File: config.mk
export PLATFORM = sky130hd
export DESIGN_NAME = cpu_ctrl_fsm
export DESIGN_NICKNAME = d
export VERILOG_FILES = /design/src/rtl/cpu_ctrl_fsm.sv
export SDC_FILE = /design/constraint.sdc
export NUM_CORES = 1
export LEC_CHECK = 0
export BUFFER_PORTS_ARGS = -buffer_cell sky130_fd_sc_hd__buf_2
export CAP_MARGIN = 40
export CORE_ASPECT_RATIO = 0.9
export CORE_MARGIN = 10
export CORE_UTILIZATION = 58
export CTS_CLUSTER_SIZE = 24
export DETAILED_ROUTE_END_ITERATION = 8
export GPL_TIMING_DRIVEN = 0
export PLACE_DENSITY = 0.84
export RECOVER_POWER = 25
export SYNTH_ARGS = -nofsm -noshare
export SYNTH_HDL_FRONTEND = slang
export SYNTH_SLANG_ARGS = --single-unit
export TNS_END_PERCENT = 10
File: constraint.sdc
create_clock -name clk -period 4.78 [get_ports clk]
set_clock_uncertainty 0.05 [all_clocks]
set_input_delay 0.956 -clock clk [delete_from_list [all_inputs] [get_ports clk]]
set_output_delay 0.956 -clock clk [all_outputs]
set_load 0.01 [all_outputs]
File: src/rtl/cpu_ctrl_fsm.sv
// Multi-cycle CPU control sequencer: FETCH/DECODE/EXEC/WB with illegal-instruction and fetch-timeout traps.
// Latency: 4 cycles per instruction minimum (one per state); back-to-back throughput 1 instr / 4 cycles.
// Backpressure: FETCH holds imem_req until imem_ack or timeout; TRAP is sticky until rst_n.
module cpu_ctrl_fsm #(
    parameter int FETCH_TIMEOUT = 16
) (
    input  logic        clk,
    input  logic        rst_n,
    input  logic        run,
    output logic        imem_req,
    input  logic        imem_ack,
    input  logic [2:0]  instr_type,
    output logic        alu_en,
    output logic        sel_imm,
    output logic        sel_upper,
    output logic        reg_we,
    output logic        pc_en,
    output logic        halted,
    output logic [1:0]  fault,
    output logic [31:0] retired_cnt,
    output logic [2:0]  state
);

    typedef enum logic [2:0] {
        S_IDLE   = 3'b000,
        S_FETCH  = 3'b001,
        S_DECODE = 3'b010,
        S_EXEC   = 3'b011,
        S_WB     = 3'b100,
        S_TRAP   = 3'b111
    } state_t;

    localparam logic [7:0] FETCH_LAST = 8'(FETCH_TIMEOUT - 1);

    state_t     st;
    logic [7:0] fcnt;
    logic [2:0] type_q;
    logic       legal;

    assign legal = (instr_type == 3'b000) || (instr_type == 3'b001) || (instr_type == 3'b010);

    always_ff @(posedge clk or negedge rst_n) begin
        if (!rst_n) begin
            st          <= S_IDLE;
            fcnt        <= 8'd0;
            type_q      <= 3'b000;
            imem_req    <= 1'b0;
            alu_en      <= 1'b0;
            reg_we      <= 1'b0;
            pc_en       <= 1'b0;
            halted      <= 1'b0;
            fault       <= 2'b00;
            retired_cnt <= 32'd0;
        end else begin
            // Strobes are single-cycle unless a state re-asserts them below.
            imem_req <= 1'b0;
            alu_en   <= 1'b0;
            reg_we   <= 1'b0;
            pc_en    <= 1'b0;
            case (st)
                S_IDLE: begin
                    if (run) begin
                        st       <= S_FETCH;
                        fcnt     <= 8'd0;
                        imem_req <= 1'b1;
                    end
                end
                S_FETCH: begin
                    if (imem_ack) begin
                        st <= S_DECODE;
                    end else if (fcnt == FETCH_LAST) begin
                        st     <= S_TRAP;
                        halted <= 1'b1;
                        fault  <= 2'b10;
                    end else begin
                        fcnt     <= fcnt + 8'd1;
                        imem_req <= 1'b1;
                    end
                end
                S_DECODE: begin
                    type_q <= instr_type;
                    if (legal) begin
                        st     <= S_EXEC;
                        alu_en <= 1'b1;
                    end else begin
                        st     <= S_TRAP;
                        halted <= 1'b1;
                        fault  <= 2'b01;
                    end
                end
                S_EXEC: begin
                    st          <= S_WB;
                    reg_we      <= 1'b1;
                    pc_en       <= 1'b1;
                    retired_cnt <= retired_cnt + 32'd1;
                end
                S_WB: begin
                    if (run) begin
                        st       <= S_FETCH;
                        fcnt     <= 8'd0;
                        imem_req <= 1'b1;
                    end else begin
                        st <= S_IDLE;
                    end
                end
                S_TRAP: begin
                    st <= S_TRAP;
                end
                default: begin
                    st <= S_IDLE;
                end
            endcase
        end
    end

    // Operand selects follow the latched class; only meaningful while executing.
    assign sel_imm   = (st == S_EXEC) && (type_q == 3'b001);
    assign sel_upper = (st == S_EXEC) && (type_q == 3'b010);
    assign state     = st;

endmodule

==> run summary <==
Status -> finished, violations left
Failing checks -> max-capacitance violations, max-slew violations
Peak VDD IR -> 201 µV
Setup violations, final -> 0
First-pass GRT wire length -> 8.65 mm
Total GRT Usage -> 15.1%
Tmin final -> 2960 ps
Post-route setup TNS -> 0 ps
Synth area leader -> dfrtp_1
DRT Wirelength -> 5.11 mm
Vias in the first global route -> 1809
Skew-Pair Late Insertion Delay -> 300 ps
Antenna violations before repair -> 0
Nets -> 276
Xor/xnor share of the synthesized area -> 12.2%
Slowest CP cell -> clkbuf_1
Vias per cell -> 5.73
Fin cells -> 315
DP HPWL -> 3.82 mm
Simple-gate share of the synthesized area -> 22.9%
Post-synthesis mux area share -> 2.26%
CTS buffer count -> 5
Seq/Total Area, Yosys -> 53.4%
Synth Area in Compound Gates -> 6.11%
Largest stage delay on the critical path -> 1390 ps
Fmax -> 0.338 GHz
Hold Path Stages -> 1
ANT cells -> 0
TritonCTS clock tree -> built
Worst hold start -> retired_cnt[31]
Combinational share of power -> 27.7%
CP arrival -> 2980 ps
Final setup margin -> 1820 ps
Least-Margin Pin Slew -> 1830 ps
Final cycle utilization of the critical path -> 61.9%
Hold Path Sink -> retired_cnt[31]
Longest Clk Path Bufs -> 2
CTS Root Buffer Type -> clkbuf_8
Core area -> 0.00407 mm²
Reg2Reg Setup Slack -> 2830 ps
Area of the die -> 0.00720 mm²
Sw Share -> 32.5%
Clock share of power -> 21.0%
Final non-filler cell area -> 0.00283 mm²
Largest net degree at the start of global routing -> 37
Startpoint Class -> input port
CP bufs+invs -> 2
Die H -> 81.5 µm
Hold Buf Count CTS -> 0
Largest family of logic cells by synthesized area -> simple AND/OR/NAND/NOR gates
Placer Congestion -> 0.759
Share of the synthesized area in the top cell type -> 53.4%
Synth cell types -> 40
Sw power -> 357 µW
Synthesis-to-layout area growth -> 16.0%
Worst min-delay path class -> register to register
CP delay by family, top -> buffers and inverters
Fin. max-slew vios -> 37
Hold_ws -> 418 ps
Syn_nets -> 218
Via count -> 1806
Slew headroom -> -22.1%
Int Power -> 742 µW
Share of cells above drive strength 1 -> 27.0%
Start of the worst register-to-register path -> state[1]
Req. time, crit path -> 4800 ps
MaxCap Viol Count -> 1
Post-synthesis cell count -> 209
FP Rows -> 22
DR DRC count -> 0
Clock transition at path regs -> 80 ps
H-tree levels -> 2
FF+latch count, synth -> 52
Seq pwr share -> 51.2%
RSZ-0062 raised after global routing -> no
Adder-Cell Fraction of Synth Area -> 1.03%
Die width -> 88.3 µm
Critical path's most frequent cell -> clkbuf_1
Sink Count -> 52
Avg Inst Size Synth -> 11.7 µm²
Postcts setup bufs -> 0
I/O Buffers -> 50
Total gr overflow -> 0
I/O pins -> 51
PostCTS Resize Cnt -> 0
First drt pass iteration count -> 6
Max FO, Critical Path -> 36
RR Endpoint -> retired_cnt[17]
CP Capture Type -> asynchronous set/reset pin
Initial Util -> 59.8%
Power density cells -> 389 mW/mm²
CP Class -> input port to asynchronous set/reset pin
Mapped Area -> 0.00244 mm²
Reg2Reg Depth -> 5
Post-detailed-route count of antenna-violating nets -> 0
Placed cells -> 308
Leakage power -> 0.00140 µW
Pre-CTS setup slack -> 2170 ps
Routed len/inst -> 16.2 µm
Crit path cell chain -> clkbuf_1 > clkbuf_1
YS warnings -> 0
Post-DP Area -> 0.00277 mm²
DRT iter0 DRCs -> 87
Final Hold Viols -> 0
Top post-synthesis cells by area -> dfrtp_1 (53%), xnor2_1 (10%), nand4_1 (5.1%), nand3_1 (2.3%), nand2_1 (2.2%)
logic make-up (layout without fill, tap and decap cells):
logic type               Yosys count  in the layout
AND/OR/NAND/NOR                   86             86
flip-flops                        52             52
XOR/XNOR                          34             34
AO/OA/AOI/OAI                     21             21
buffers and inverters              9             67
multiplexers                       5              5
adder cells (fa/ha/maj)            2              2
flip-flops by register name, indices dropped and copies added (netlist names):
register,flops
alu_en,1
fault,2
fcnt,8
halted,1
imem_req,1
pc_en,1
retired_cnt,32
state,3
type_q,3
layer usage:
metal | vias to the layer above | GRT usage (%) | wire, µm
li1 | 868 | - | -
met1 | 894 | 18.6 | 2220
met2 | 37 | 24.4 | 2520
met3 | 7 | 3.96 | 287
met4 | 0 | 7.26 | 79
met5 | - | 0 | 0
cell usage in the layout, fill, tap and decap left out, types with 2 or more instances in the layout:
cell type / instances
dfrtp_1: 52
buf_2: 51
xnor2_1: 28
nand4_1: 20
nand2_1: 14
nand3_1: 11
nor2_1: 8
and3_1: 7
nor2b_1: 6
xor2_1: 6
a21oi_1: 5
clkbuf_8: 5
o21ai_0: 4
and2_1: 4
mux2_2: 4
clkbuf_1: 4
inv_1: 3
and4_1: 3
nor4bb_1: 2
nor3_1: 2
buf_4: 2
or3_1: 2
o211ai_1: 2
nor4_4: 2
o21ai_1: 2
ha_1: 2
Yosys cell counts (all sizes together):
library cell,instances
nor4b,1
xor2,6
o211ai,3
nor2b,6
nand4,20
clkbuf,1
o31ai,1
nand4b,2
dfrtp,52
a22o,1
nand3,11
nand2,14
nor2,8
o21ai,7
mux2,4
a22oi,1
nor4,2
o21bai,1
or3,2
nor4bb,2
inv,3
and2,4
and4,3
xnor2,28
mux2i,1
a21oi,5
o311a,1
and3,7
nor3,3
or4,1
a21o,1
buf,5
ha,2
power groups by stage:
stage          combinational [µW]  sequential [µW]  clock, µW
5_1_grt                       339              572        252
3_3_place_gp                  298              566          0
4_1_cts                       312              564        236
2_1_floorplan                 192              579          0
6_report                      305              563        231
3_5_place_dp                  312              572          0
cell type report:
class | count | area [µm²]
Tap cell | 48 | 60.1
Timing Repair Buffer | 51 | 253
Clock buffer | 6 | 72.6
Fill cell | 298 | 1250
Sequential cell | 52 | 1300
Buffer | 6 | 40.0
Multi-Input combinational cell | 148 | 1080
Inverter | 3 | 11.3
Clock inverter | 1 | 5.00
through the flow:
stage	power [µW]	utilization [%]
4_1_cts	1110	69.8
2_1_floorplan	772	-
6_report	1100	69.4
5_1_grt	1160	69.4
3_5_place_dp	884	67.9
3_3_place_gp	864	67.4
worst max path at each step:
stage | from | to | slack [ps] | cells past startpoint
floorplan | state[1] | sel_imm | 2280 | 4
global placement | state[1] | sel_imm | 2210 | 5
detailed placement | state[1] | sel_upper | 2170 | 5
CTS | state[1] | sel_upper | 1830 | 5
global route | rst_n | fcnt[3] | 1270 | 2
finish | rst_n | fcnt[3] | 1820 | 2
Note: power is estimated with default switching activity, not from simulation.
